$ cat src/rtl/coeff_section_bank.sv
// -----------------------------------------------------------------------------
// coeff_section_bank
//   Double-buffered mean/stdev coefficient store for ADC sections.
//   The host writes coefficients into a shadow bank. A commit pulse copies the
//   whole shadow bank into the active bank in one edge. Each sample's section
//   index selects that section's active mean/stdev pair. The pair appears on
//   the outputs one cycle later.
//
// Ports
//   clk           system clock, rising edge
//   rst           synchronous active-high reset
//   wr_en         shadow-bank write strobe
//   wr_is_std     1: write the stdev entry, 0: write the mean entry
//   wr_addr       section index of the write
//   wr_data       coefficient value to write
//   commit        copy the shadow bank to the active bank
//   in_valid      sample strobe qualifying adc_section
//   adc_section   section index of the current sample
//   mean_output   registered mean of the selected section
//   std_output    registered stdev of the selected section
//   out_valid     qualifies mean_output / std_output
//   sec_err       one-cycle pulse for an out-of-range lookup or write index
//   shadow_dirty  shadow bank has been written since the last commit
// -----------------------------------------------------------------------------
module coeff_section_bank #(
   parameter int DATA_W       = 32,
   parameter int NUM_SECTIONS = 4,
   parameter int SEC_W        = 2
) (
   input  logic              clk,
   input  logic              rst,
   input  logic              wr_en,
   input  logic              wr_is_std,
   input  logic [SEC_W-1:0]  wr_addr,
   input  logic [DATA_W-1:0] wr_data,
   input  logic              commit,
   input  logic              in_valid,
   input  logic [SEC_W-1:0]  adc_section,
   output logic [DATA_W-1:0] mean_output,
   output logic [DATA_W-1:0] std_output,
   output logic              out_valid,
   output logic              sec_err,
   output logic              shadow_dirty
);

   localparam int IDX_SPAN = 2 ** SEC_W;

   logic w_wr_ok;
   logic w_lkp_ok;

   // Active bank seen by the lookup. Indices with no backing section read as 0,
   // so any index value is safe to use directly.
   logic [DATA_W-1:0] w_ac_mean [IDX_SPAN];
   logic [DATA_W-1:0] w_ac_std  [IDX_SPAN];

   logic [DATA_W-1:0] r_mean;
   logic [DATA_W-1:0] r_std;
   logic              r_valid;
   logic              r_sec_err;
   logic              r_dirty;

   assign w_wr_ok  = int'(wr_addr) < NUM_SECTIONS;
   assign w_lkp_ok = int'(adc_section) < NUM_SECTIONS;

   genvar gi;
   generate
      for (gi = 0; gi < IDX_SPAN; gi++) begin : g_sec
         if (gi < NUM_SECTIONS) begin : g_used
            logic              w_hit_mean;
            logic              w_hit_std;
            logic [DATA_W-1:0] r_sh_mean;
            logic [DATA_W-1:0] r_sh_std;
            logic [DATA_W-1:0] r_ac_mean;
            logic [DATA_W-1:0] r_ac_std;

            assign w_hit_mean = wr_en && (wr_addr == SEC_W'(gi)) && !wr_is_std;
            assign w_hit_std  = wr_en && (wr_addr == SEC_W'(gi)) && wr_is_std;

            always_ff @(posedge clk) begin
               if (rst) begin
                  r_sh_mean <= '0;
                  r_sh_std  <= '0;
                  r_ac_mean <= '0;
                  r_ac_std  <= '0;
               end else begin
                  if (w_hit_mean) r_sh_mean <= wr_data;
                  if (w_hit_std)  r_sh_std  <= wr_data;
                  // A write landing on the commit edge is folded into the copy.
                  if (commit) begin
                     r_ac_mean <= w_hit_mean ? wr_data : r_sh_mean;
                     r_ac_std  <= w_hit_std  ? wr_data : r_sh_std;
                  end
               end
            end

            assign w_ac_mean[gi] = r_ac_mean;
            assign w_ac_std[gi]  = r_ac_std;
         end else begin : g_unused
            assign w_ac_mean[gi] = '0;
            assign w_ac_std[gi]  = '0;
         end
      end
   endgenerate

   always_ff @(posedge clk) begin
      if (rst) begin
         r_mean    <= '0;
         r_std     <= '0;
         r_valid   <= 1'b0;
         r_sec_err <= 1'b0;
         r_dirty   <= 1'b0;
      end else begin
         // Lookup reads the active bank as it stood before this edge, so a
         // simultaneous commit is only visible to the following lookup.
         r_valid <= in_valid;
         if (in_valid) begin
            r_mean <= w_lkp_ok ? w_ac_mean[adc_section] : '0;
            r_std  <= w_lkp_ok ? w_ac_std[adc_section]  : '0;
         end
         r_sec_err <= (in_valid && !w_lkp_ok) || (wr_en && !w_wr_ok);
         if (commit)
            r_dirty <= 1'b0;
         else if (wr_en && w_wr_ok)
            r_dirty <= 1'b1;
      end
   end

   assign mean_output  = r_mean;
   assign std_output   = r_std;
   assign out_valid    = r_valid;
   assign sec_err      = r_sec_err;
   assign shadow_dirty = r_dirty;

endmodule
$ cat config.mk
export PLATFORM = sky130hd
export DESIGN_NAME = coeff_section_bank
export DESIGN_NICKNAME = d
export VERILOG_FILES = /design/src/rtl/coeff_section_bank.sv
export SDC_FILE = /design/constraint.sdc
export NUM_CORES = 1
export LEC_CHECK = 0
export BUFFER_PORTS_ARGS = -buffer_cell sky130_fd_sc_hd__buf_2
export CAP_MARGIN = 5
export CORE_MARGIN = 4
export CORE_UTILIZATION = 65
export CTS_CLUSTER_DIAMETER = 40
export DETAILED_ROUTE_END_ITERATION = 8
export PLACE_DENSITY = 0.81
export SLEW_MARGIN = 25
export SYNTH_ARGS = -nofsm -noshare
export SYNTH_HDL_FRONTEND = slang
export SYNTH_SLANG_ARGS = --single-unit
$ cat constraint.sdc
create_clock -name clk -period 4.39 [get_ports clk]
set_clock_uncertainty 0.05 [all_clocks]
set_input_delay 0 -clock clk [delete_from_list [all_inputs] [get_ports clk]]
set_output_delay 0 -clock clk [all_outputs]
set_load 0.1 [all_outputs]
==> out/metrics.json, run 1 <==
{
  "power_and_ir_drop": {
    "power_density_mw_per_mm2": 492,
    "vdd.ir_drop.worst_v": 0.000346,
    "p_leak_nw": 10.1
  },
  "finish": {
    "post_route_cells_drive_above_1_share_pct": 14.6,
    "area.growth.synth_to_final_pct": 14.0,
    "stdcell_count": 2529,
    "layout_commonest_cell": "sky130_fd_sc_hd__dfxtp_1",
    "layout.cells.most_common_list": "sky130_fd_sc_hd__dfxtp_1, sky130_fd_sc_hd__nor2_1, sky130_fd_sc_hd__mux2i_1",
    "design.final.nets": 2081
  },
  "timing": {
    "worst_slew_margin_rel_pct": 31.1,
    "hold_viol_final": 0,
    "setup_viol": 0,
    "clock.fmax_ghz": 0.397,
    "final.period_utilization_pct": 57.4,
    "worstMarginPinSlew_ns": 1.03,
    "final_max_slew_viol_count": 0,
    "timing.final.crit_period_ns": 2.52,
    "rsz0062_at_grt": "false",
    "fin_setup_tns_ns": 0
  },
  "floorplan": {
    "fp.dieArea_sq_mm": 0.0358,
    "coreArea_sq_mm": 0.0325,
    "die_h_um": 189,
    "floorplan.initialDensity_pct": 65.7,
    "dieWidth_um": 189,
    "boundaryPins": 109,
    "core.rowCount": 66
  },
  "clock_network": {
    "clk_path_buf_depth": 3,
    "clock_latency_late_sink_ns": 0.57,
    "clock_tree.root_cell": "sky130_fd_sc_hd__clkbuf_16",
    "clkTransAtPathRegs_ns": 0.06,
    "clkSinkCount": 578,
    "postCtsResizedCells": 0,
    "tritoncts": "yes",
    "clock_tree.htree_level_count": 3,
    "cts_inserted_buffers": 66
  },
  "route": {
    "routed-via-count": 14400,
    "ant_nets": 0,
    "drt_iter0_drc": 1008,
    "drt_pre_antenna_iters": 5,
    "drc_violation_count_after_routing": 0,
    "route.detailed.vias_per_inst": 5.70,
    "wire_length_per_cell_um": 18.0,
    "routed_wirelength_um": 45400
  },
  "logic_synthesis": {
    "syn-num-nets": 2054,
    "synth.yosys.seq_area_share_pct": 54.2,
    "synth_area_leader_cell": "sky130_fd_sc_hd__dfxtp_1",
    "synth.ff_latch_count": 578,
    "synthCells": 2012,
    "yosys.cell_types.count": 18,
    "synth.top_cell.area_share_pct": 54.2,
    "syn_area_per_cell_sq_um": 10.6,
    "post_synth_instance_area_sq_mm": 0.0213,
    "synth.area.top_cells": "sky130_fd_sc_hd__dfxtp_1, sky130_fd_sc_hd__mux2i_1, sky130_fd_sc_hd__nor2_1, sky130_fd_sc_hd__a211oi_1, sky130_fd_sc_hd__mux4_2",
    "number_of_warnings_reported_in_the_yosys_synthesis_log": 0
  },
  "critical_path": {
    "start_kind": "input port",
    "critical_path_peak_fanout": 18,
    "critPathArrivalTime_ns": 2.91,
    "setup.worst_path.class": "in2reg",
    "worstPathRequired_ns": 4.78,
    "cp-end-kind": "register"
  },
  "grt": {
    "grt.total_usage_pct": 25.5,
    "grt_pass1_vias": 14400,
    "grt_antenna_before_repair": 1,
    "wire_length_of_the_first_global_routing_pass_um": 75200,
    "grt_max_degree": 179,
    "total_grt_overflow": 0
  },
  "place": {
    "globalplace.congestion": 0.726,
    "placedCellCount": 2376,
    "port-buffer-count": 107,
    "dp.final_hpwl_um": 24700
  },
  "job": {
    "drv.max_cap_violation_count": 0
  },
  "status": {
    "outcome": "finished clean"
  },
  "hold_path": {
    "hold_class": "in2reg"
  }
}
[flip-flops by register name, indices dropped and copies added (netlist names)]
register / count
out_valid: 1
mean_output: 32
std_output: 32
g_sec.g_used.r_ac_std: 128
g_sec.g_used.r_sh_mean: 128
shadow_dirty: 1
g_sec.g_used.r_ac_mean: 128
g_sec.g_used.r_sh_std: 128
[critical path: stages]
cell	delay, ns
sky130_fd_sc_hd__dlygate4sd3_1	0.53
sky130_fd_sc_hd__buf_2	0.19
sky130_fd_sc_hd__and4bb_2	0.76
sky130_fd_sc_hd__buf_4	0.50
sky130_fd_sc_hd__mux2i_1	0.28
sky130_fd_sc_hd__nor2_1	0.06
sky130_fd_sc_hd__dlygate4sd3_1	0.60
[stage by stage]
| step | total power (W) | hold slack [ns] | setup WS, ns | area (sq um) | utilization, % |
|---|---|---|---|---|---|
| 6_report | 0.0120 | 0.0538 | 1.87 | 24300 | 75.0 |
| 2_1_floorplan | 0.00643 | 0.260 | 3.00 | 21300 | - |
| 3_3_place_gp | 0.00658 | 0.296 | 2.24 | 21700 | 67.0 |
| 3_5_place_dp | 0.00662 | 0.290 | 2.15 | 21700 | 67.0 |
| 5_1_grt | 0.0124 | 0.0685 | 1.80 | 24300 | 75.0 |
| 4_1_cts | 0.0121 | 0.0308 | 1.90 | 24300 | 74.8 |
[what timing repair did]
action | CTS | global route
hold buffers | 35 | 1
hold endpoints to repair | 529 | 28
buffers inserted | 0 | 0
endpoints found under the setup margin | 0 | 0
[path summary, 6_finish.rpt]
check                                                               start                                        end  slack, ns  depth (start not counted)
worst min register to register  g_sec[2].g_used.r_ac_std[28]$_SDFFE_PP0P_  g_sec[2].g_used.r_ac_std[28]$_SDFFE_PP0P_       0.43                          2
worst max-delay path                                                wr_en   g_sec[2].g_used.r_sh_mean[14]$_SDFF_PP0_       1.87                          7
worst min-delay path                                       adc_section[1]                 std_output[0]$_SDFFE_PP0P_       0.05                          4
worst max register to register   g_sec[2].g_used.r_sh_mean[14]$_SDFF_PP0_   g_sec[2].g_used.r_sh_mean[14]$_SDFF_PP0_       3.11                          3
[power breakdown]
part / leakage (nW) / internal [W] / total (W) / switching [W]
logic: 4.34 / 0.000337 / 0.000989 / 0.000652
registers: 4.72 / 0.00545 / 0.00555 / 0.0000963
clock network: 1.07 / 0.00334 / 0.00543 / 0.00209
[cell type report]
cell class,count,area [sq um]
Sequential cell,578,11600
Fill cell,2179,8130
Clock inverter,28,302
Clock buffer,87,1890
Tap cell,442,553
Multi-Input combinational cell,1228,8850
Antenna cell,1,2.50
Timing Repair Buffer,165,1160
[routing by layer]
layer	vias to the layer above	part of all wire, %	GRT usage (%)
met2	290	49	43.2
met1	6976	44	33.9
met3	81	4.3	4.00
li1	7070	-	-
met5	-	0	0
met4	0	2.1	8.02
[synth_stat cells, drive strengths merged]
cell    count
a211oi    256
and4bb      3
buf        78
clkbuf    128
conb        1
dfxtp     578
mux2i     320
mux4       64
nand4       1
nand4b      3
nor2      577
nor2b       1
nor3        1
nor4b       1
[logic make-up (layout without fill, tap and decap cells)]
kind of cell           Yosys count  after routing  synth area share (%)
AOI/OAI and AO/OA              256            256                  9.03
other                            1              2                0.0176
DFF                            578            578                  54.2
muxes                          384            384                  21.8
buffers and inverters          206            280                  4.30
and+or+nand+nor                587            587                  10.6
Power figures use the tool's default switching activity.
==> run 2: changes to the inputs <==
--- a/config.mk
+++ b/config.mk
@@ -8,10 +8,10 @@
 export BUFFER_PORTS_ARGS = -buffer_cell sky130_fd_sc_hd__buf_2
 export CAP_MARGIN = 5
 export CORE_MARGIN = 4
-export CORE_UTILIZATION = 65
+export CORE_UTILIZATION = 55
 export CTS_CLUSTER_DIAMETER = 40
 export DETAILED_ROUTE_END_ITERATION = 8
-export PLACE_DENSITY = 0.81
+export PLACE_DENSITY = 0.73
 export SLEW_MARGIN = 25
 export SYNTH_ARGS = -nofsm -noshare
 export SYNTH_HDL_FRONTEND = slang
==> constraint.sdc (replaced) <==
create_clock -name clk -period 2.3 [get_ports clk]
set_clock_uncertainty 0.05 [all_clocks]
set_input_delay 0 -clock clk [delete_from_list [all_inputs] [get_ports clk]]
set_output_delay 0 -clock clk [all_outputs]
set_load 0.1 [all_outputs]
==> run 2 against run 1 <==
Sequential share of layout area shrank 1.3 points. Wire length grew 2.4%. Cell area grew 2.9%. Worst hold slack lost 0.022 ns. Sequential power grew 91%. Critical endpoint is now std_output[5]. Global-route usage shrank 2.9 points. First-iteration DRC count shrank 9.8%. Clock-buffer cell count grew 9.
==> out/metrics.json, run 2 (synthesized netlist as in run 1, its figures left out) <==
{
  "timing": {
    "setup_viol": {"value": 0, "change": "unchanged"},
    "worst_slew_margin_rel": {"value": 50.9, "unit": "%", "change": "+20 points"},
    "fin_setup_tns": {"value": 0, "unit": "ns", "change": "unchanged"},
    "timing.final.crit_period_ns": 1.56,
    "rsz0062_at_grt": "false",
    "clock.fmax_ghz": 0.640,
    "final.period_utilization_pct": 67.9,
    "hold_viol_final": {"value": 0, "change": "unchanged"},
    "final_max_slew_viol_count": {"value": 0, "change": "unchanged"},
    "worstMarginPinSlew": {"value": 0.737, "unit": "ns", "change": "-0.297 ns"}
  },
  "route": {
    "routed-via-count": {"value": 14500, "change": "+0.46%"},
    "ant_nets": {"value": 0, "change": "unchanged"},
    "wire_length_per_cell": {"value": 17.7, "unit": "um", "change": "-1.4%"},
    "drt_pre_antenna_iters": {"value": 5, "change": "unchanged"},
    "routed_wirelength": {"value": 46500, "unit": "um", "change": "+2.4%"},
    "drt_iter0_drc": {"value": 909, "change": "-9.8%"},
    "drc_violation_count_after_routing": {"value": 0, "change": "unchanged"},
    "route.detailed.vias_per_inst": {"value": 5.52, "change": "-3.2%"}
  },
  "clock_network": {
    "clk_path_buf_depth": {"value": 3, "change": "unchanged"},
    "postCtsResizedCells": {"value": 0, "change": "unchanged"},
    "clkTransAtPathRegs": {"value": 0.06, "unit": "ns", "change": "about the same"},
    "clkSinkCount": {"value": 578, "change": "unchanged"},
    "clock_latency_late_sink": {"value": 0.58, "unit": "ns", "change": "about the same"},
    "clock_tree.root_cell": "sky130_fd_sc_hd__clkbuf_16",
    "clock_tree.htree_level_count": {"value": 3, "change": "unchanged"},
    "tritoncts": "yes",
    "cts_inserted_buffers": {"value": 69, "change": "+4.5%"}
  },
  "grt": {
    "wire_length_of_the_first_global_routing_pass": {"value": 77300, "unit": "um", "change": "+2.7%"},
    "grt_pass1_vias": {"value": 14500, "change": "+0.58%"},
    "grt.total_usage": {"value": 22.6, "unit": "%", "change": "-2.9 points"},
    "use_met1": {"value": 30.4, "unit": "%", "change": "-3.5 points"},
    "grt_max_degree": {"value": 90, "change": "-50%"},
    "global_route.usage.met2": {"value": 37.5, "unit": "%", "change": "-5.7 points"},
    "grt_antenna_before_repair": {"value": 0, "change": "-1"},
    "total_grt_overflow": {"value": 0, "change": "unchanged"},
    "grt.met3_usage": {"value": 4.04, "unit": "%", "change": "+0.036 points"},
    "global_route_hottest_layer": "met2"
  },
  "finish": {
    "finish.instance_area": {"value": 0.0250, "unit": "sq mm", "change": "+2.9%"},
    "multi_input_area": {"value": 0.00885, "unit": "sq mm", "change": "about the same"},
    "layout_commonest_cell": "sky130_fd_sc_hd__dfxtp_1",
    "seq_area": {"value": 0.0116, "unit": "sq mm", "change": "unchanged"},
    "design.final.nets": {"value": 2102, "change": "+1.0%"},
    "post_route_cells_drive_above_1_share": {"value": 15.5, "unit": "%", "change": "+0.89 points"},
    "area.growth.synth_to_final_pct": 17.3,
    "antenna-diode-count": {"value": 0, "change": "-1"},
    "layout.filler_cells": {"value": 2892, "change": "+33%"},
    "layout.cells.most_common_list": "sky130_fd_sc_hd__dfxtp_1, sky130_fd_sc_hd__nor2_1, sky130_fd_sc_hd__mux2i_1"
  },
  "critical_path": {
    "crit_chain": "buf_2",
    "critPathSlowestCell": "sky130_fd_sc_hd__buf_2",
    "timing.critical_path.buf_inv": {"value": 1, "change": "-3"},
    "critPathArrivalTime": {"value": 1.51, "unit": "ns", "change": "-1.40 ns"},
    "start_kind": "register",
    "critical_path.startpoint": "std_output[5]$_SDFFE_PP0P_",
    "setup.worst_path.class": "reg2out",
    "timing.critical_path.slowest_cell_delay": {"value": 0.48, "unit": "ns", "change": "-0.28 ns"},
    "worst_r2r_startpoint": "g_sec[3].g_used.r_ac_std[5]$_SDFFE_PP0P_",
    "worstPathRequired": {"value": 2.25, "unit": "ns", "change": "-2.53 ns"},
    "cpLargestDelayFamily": "buffers and inverters",
    "cp-end-kind": "output pin",
    "critical_path_peak_fanout": {"value": 2, "change": "-16"}
  },
  "power_and_ir_drop": {
    "power_density": {"value": 944, "unit": "mW/mm^2", "change": "+92%"},
    "p_leak": {"value": 10.4, "unit": "nW", "change": "+2.8%"},
    "report.power.total": {"value": 0.0236, "unit": "W", "change": "+97%"},
    "vdd.ir_drop.worst": {"value": 0.000583, "unit": "V", "change": "+68%"}
  },
  "floorplan": {
    "boundaryPins": {"value": 109, "change": "unchanged"},
    "coreArea": {"value": 0.0379, "unit": "sq mm", "change": "+17%"},
    "die_h": {"value": 205, "unit": "um", "change": "+8.3%"},
    "dieWidth": {"value": 205, "unit": "um", "change": "+8.3%"},
    "floorplan.initialDensity": {"value": 56.2, "unit": "%", "change": "-9.5 points"},
    "fp.dieArea": {"value": 0.0420, "unit": "sq mm", "change": "+17%"},
    "core.rowCount": {"value": 71, "change": "+7.6%"}
  },
  "status": {
    "outcome": "finished clean"
  },
  "place": {
    "dp.final_hpwl": {"value": 26600, "unit": "um", "change": "+7.5%"},
    "globalplace.congestion": {"value": 0.719, "change": "-0.99%"},
    "detailed_place.area": {"value": 0.0223, "unit": "sq mm", "change": "+2.6%"},
    "port-buffer-count": {"value": 107, "change": "unchanged"}
  },
  "hold_path": {
    "hold_class": "in2reg",
    "holdCritStartpoint": "in_valid"
  },
  "job": {
    "drv.max_cap_violation_count": {"value": 0, "change": "unchanged"}
  }
}
==> run 2: power by group <==
part           switching (W)  internal [W]
sequential          0.000188        0.0104
clock                0.00421       0.00685
combinational        0.00126      0.000710
total                0.00566        0.0180
==> run 2: layout make-up <==
type | instances | area share, %
Multi-Input combinational cell | 1228 | 35.3
Clock buffer | 96 | 7.87
Timing Repair Buffer | 183 | 6.42
Tap cell | 511 | 2.55
Clock inverter | 30 | 1.57
Sequential cell | 578 | 46.2
==> run 2: worst paths after layout <==
check	slack, ns	depth (start not counted)	end
worst max-delay path	0.74	1	std_output[5]
worst min-delay path	0.03	3	out_valid$_SDFF_PP0_
worst max register to register	1.12	3	std_output[5]$_SDFFE_PP0P_
worst min register to register	0.43	2	g_sec[2].g_used.r_ac_std[11]$_SDFFE_PP0P_
==> run 2: repair_timing <==
action                                  4_1_cts  5_1_grt
hold buffers                                 35        0
setup buffers                                 0        0
endpoints found under the setup margin        0        0
endpoints found under the hold margin       521        0
==> run 2: through the flow <==
step	utilization (%)	setup WS [ns]	std cells	hold slack [ns]
finish	66.0	0.737	2626	0.0314
global route	66.0	0.707	2626	0.0319
CTS	66.0	0.722	2626	0.0325
detailed placement	58.8	0.709	2465	0.289
global placement	58.8	0.710	2465	0.285
floorplan	-	0.915	2012	0.260
==> run 2: metal layers <==
metal	wire, um	vias to the layer above	share of wire, %
met5	0	-	0
met2	22300	244	48
met4	982	0	2.1
li1	-	7129	-
met3	1710	69	3.7
met1	21500	7042	46
==> run 3: changes to the inputs <==
==> constraint.sdc (replaced) <==
create_clock -name clk -period 1.3 [get_ports clk]
set_clock_uncertainty 0.05 [all_clocks]
set_input_delay 0 -clock clk [delete_from_list [all_inputs] [get_ports clk]]
set_output_delay 0 -clock clk [all_outputs]
set_load 0.1 [all_outputs]
==> run 3 against run 2 <==
The run now ends with negative setup slack left. Sequential power up 77%. Register-to-register slack worse by 1.1 ns. Critical path depth up 3. Flip-flop and latch count unchanged. Wire length up 9.3%. Cell area up 5.2%. Non-clock buffer count up 65. Total power up 80%. Cell count up 2.4%. Sequential share of layout area down 2.2 points. Via count up 3.7%. Core utilization up 3.4 points. Highest routed layer unchanged.
==> out/metrics.json, run 3 (synthesized netlist as in run 1, its figures left out) <==
{
  "finish": {
    "layout_commonest_cell": "sky130_fd_sc_hd__nor2_1",
    "area.growth.synth_to_final_pct": 23.4,
    "stdcell_count": {"value": 2689, "change": "+2.4%"},
    "post_route_cells_drive_above_1_share": {"value": 17.5, "unit": "%", "change": "+2.0 points"},
    "layout.cells.most_common_list": "sky130_fd_sc_hd__nor2_1, sky130_fd_sc_hd__dfxtp_1, sky130_fd_sc_hd__mux2i_1",
    "multi_input_area": {"value": 0.00888, "unit": "sq mm", "change": "+0.44%"},
    "seq_area": {"value": 0.0116, "unit": "sq mm", "change": "+0.21%"},
    "layout.filler_cells": {"value": 2710, "change": "-6.3%"},
    "design.final.nets": {"value": 2167, "change": "+3.1%"}
  },
  "route": {
    "routed_wirelength": {"value": 50800, "unit": "um", "change": "+9.3%"},
    "routed-via-count": {"value": 15000, "change": "+3.7%"},
    "drt_pre_antenna_iters": {"value": 5, "change": "unchanged"},
    "drt_iter0_drc": {"value": 908, "change": "-0.11%"},
    "route.detailed.vias_per_inst": {"value": 5.59, "change": "+1.3%"},
    "ant_nets": {"value": 0, "change": "unchanged"},
    "wire_length_per_cell": {"value": 18.9, "unit": "um", "change": "+6.7%"},
    "drc_violation_count_after_routing": {"value": 0, "change": "unchanged"}
  },
  "power_and_ir_drop": {
    "power_density": {"value": 1610, "unit": "mW/mm^2", "change": "+71%"},
    "vdd.ir_drop.worst": {"value": 0.00130, "unit": "V", "change": "+120%"},
    "power.internal": {"value": 0.0322, "unit": "W", "change": "+79%"},
    "share_clk_of_total_power": {"value": 46.6, "unit": "%", "change": "-0.2 points"},
    "power.combinational.fraction": {"value": 9.1, "unit": "%", "change": "+0.8 points"},
    "report.power.total": {"value": 0.0424, "unit": "W", "change": "+80%"},
    "power_switching": {"value": 0.0102, "unit": "W", "change": "+81%"},
    "p_leak": {"value": 10.9, "unit": "nW", "change": "+4.4%"},
    "power.switching_fraction": {"value": 24.1, "unit": "%", "change": "+0.18 points"},
    "portion_of_total_power_attributed_to_sequential_cells": {"value": 44.2, "unit": "%", "change": "-0.6 points"}
  },
  "floorplan": {
    "core.rowCount": {"value": 71, "change": "unchanged"},
    "die_h": {"value": 205, "unit": "um", "change": "unchanged"},
    "floorplan.initialDensity": {"value": 56.2, "unit": "%", "change": "unchanged"},
    "dieWidth": {"value": 205, "unit": "um", "change": "unchanged"},
    "boundaryPins": {"value": 109, "change": "unchanged"},
    "coreArea": {"value": 0.0379, "unit": "sq mm", "change": "unchanged"},
    "fp.dieArea": {"value": 0.0420, "unit": "sq mm", "change": "unchanged"}
  },
  "clock_network": {
    "clkTransAtPathRegs": {"value": 0.06, "unit": "ns", "change": "about the same"},
    "clock_tree.root_cell": "sky130_fd_sc_hd__clkbuf_16",
    "clk_path_buf_depth": {"value": 3, "change": "unchanged"},
    "tritoncts": "yes",
    "clock_tree.htree_level_count": {"value": 3, "change": "unchanged"},
    "post-cts-setup-buffers": {"value": 0, "change": "unchanged"},
    "clkSinkCount": {"value": 578, "change": "unchanged"},
    "cts_inserted_buffers": {"value": 69, "change": "unchanged"},
    "clock_latency_late_sink": {"value": 0.58, "unit": "ns", "change": "about the same"}
  },
  "timing": {
    "hold_viol_final": {"value": 0, "change": "unchanged"},
    "final.period_utilization_pct": 101,
    "rsz0062_at_grt": "true",
    "worst_slew_margin_rel": {"value": 46.7, "unit": "%", "change": "-4.2 points"},
    "timing.final.crit_period_ns": 1.31,
    "worstMarginPinSlew": {"value": 0.797, "unit": "ns", "change": "+0.0605 ns"},
    "setup_viol": {"value": 5, "change": "+5"},
    "final_max_slew_viol_count": {"value": 0, "change": "unchanged"},
    "clock.fmax_ghz": 0.763,
    "finalWorstSetupSlack": {"value": -0.0105, "unit": "ns", "change": "-0.748 ns"}
  },
  "critical_path": {
    "worstPathRequired": {"value": 1.66, "unit": "ns", "change": "-0.59 ns"},
    "cp-end-kind": "register",
    "critical_path.startpoint": "commit",
    "start_kind": "input port",
    "setup.worst_path.class": "in2reg",
    "critical_path_peak_fanout": {"value": 17, "change": "+15"},
    "worst_r2r_startpoint": "g_sec[3].g_used.r_ac_std[24]$_SDFFE_PP0P_",
    "critPathArrivalTime": {"value": 1.67, "unit": "ns", "change": "+0.16 ns"}
  },
  "place": {
    "globalplace.congestion": {"value": 0.757, "change": "+5.3%"},
    "dp_slack": {"value": -0.126, "unit": "ns", "change": "-0.835 ns"},
    "dp.final_hpwl": {"value": 29200, "unit": "um", "change": "+9.9%"},
    "placedCellCount": {"value": 2486, "change": "+0.85%"},
    "port-buffer-count": {"value": 107, "change": "unchanged"}
  },
  "grt": {
    "wire_length_of_the_first_global_routing_pass": {"value": 81600, "unit": "um", "change": "+5.5%"},
    "grt_pass1_vias": {"value": 15300, "change": "+5.3%"},
    "grt_antenna_before_repair": {"value": 1, "change": "+1"},
    "grt.total_usage": {"value": 24.1, "unit": "%", "change": "+1.5 points"},
    "total_grt_overflow": {"value": 0, "change": "unchanged"},
    "grt_max_degree": {"value": 98, "change": "+8.9%"}
  },
  "hold_path": {
    "hold_class": "in2reg",
    "holdCritStartpoint": "commit"
  },
  "status": {
    "violated_checks": "negative setup slack",
    "outcome": "finished, violations left"
  },
  "job": {
    "drv.max_cap_violation_count": {"value": 0, "change": "unchanged"}
  }
}
-- run 3: cell types whose count changed in the layout (fill, tap and decap cells not counted), moves of 19 or more --
| cell | before | now |
|---|---|---|
| sky130_fd_sc_hd__buf_2 | 103 | 36 |
| sky130_fd_sc_hd__dlygate4sd3_1 | 35 | 75 |
| sky130_fd_sc_hd__buf_6 | 0 | 35 |
| sky130_fd_sc_hd__buf_4 | 12 | 40 |
| sky130_fd_sc_hd__buf_12 | 31 | 51 |
| sky130_fd_sc_hd__dfxtp_1 | 578 | 559 |
| sky130_fd_sc_hd__dfxtp_2 | 0 | 19 |
-- run 3: final timing paths --
| kind | depth (start not counted) | end | slack, ns |
|---|---|---|---|
| setup / recovery | 4 | g_sec[1].g_used.r_ac_mean[19]$_SDFFE_PP0P_ | -0.01 |
| setup reg to reg | 3 | g_sec[3].g_used.r_ac_std[24]$_SDFFE_PP0P_ | -0.01 |
| hold / removal | 4 | g_sec[2].g_used.r_ac_mean[15]$_SDFFE_PP0P_ | 0.03 |
| hold reg to reg | 2 | g_sec[2].g_used.r_ac_mean[23]$_SDFFE_PP0P_ | 0.43 |
-- run 3: layout make-up --
type / count / area share (%)
timing repair buffer: 248 / 10.7
antenna: 1 / 0.00951
multi-input combinational: 1228 / 33.8
sequential: 578 / 44.1
clock buffer: 90 / 7.52
clock inverter: 33 / 1.57
tap: 511 / 2.43
-- run 3: what timing repair did --
item | CTS | global route
endpoints found under the hold margin | 578 | 2
gates resized for setup | 123 | 42
pin swaps | 0 | 2
hold buffers | 81 | 1
setup endpoints to repair | 66 | 42
-- run 3: worst max-delay path, cell delays in order --
cell and delay [ns]:
sky130_fd_sc_hd__buf_8 0.22, sky130_fd_sc_hd__buf_12 0.18, sky130_fd_sc_hd__dlygate4sd3_1 1.08, sky130_fd_sc_hd__a211oi_2 0.17
-- run 3: routing by layer --
layer | part of all wire (%) | global-route usage [%] | vias up
li1 | - | - | 7245
met1 | 43 | 30.5 | 7336
met2 | 50 | 41.8 | 330
met3 | 4.0 | 4.21 | 113
met4 | 3.2 | 8.16 | 0
met5 | 0 | 0 | -
-- run 3: through the flow --
step | utilization [%] | hold slack [ns] | area (sq um) | TNS, ns
after floorplan | - | 0.260 | 21400 | -0.326
after global placement | 59.6 | 0.239 | 22600 | -3.44
after detailed placement | 59.6 | 0.244 | 22600 | -8.62
after CTS | 69.1 | 0.00200 | 26200 | 0
after global routing | 69.4 | 0.0192 | 26300 | -0.326
final | 69.4 | 0.0259 | 26300 | -0.0405
-- run 3: power by group through the flow --
stage               Clock, W  Sequential (W)  Combinational, W
floorplan                  0          0.0196           0.00209
global placement           0          0.0191           0.00340
detailed placement         0          0.0191           0.00348
CTS                   0.0201          0.0188           0.00384
global route          0.0209          0.0188           0.00416
finish                0.0198          0.0188           0.00388
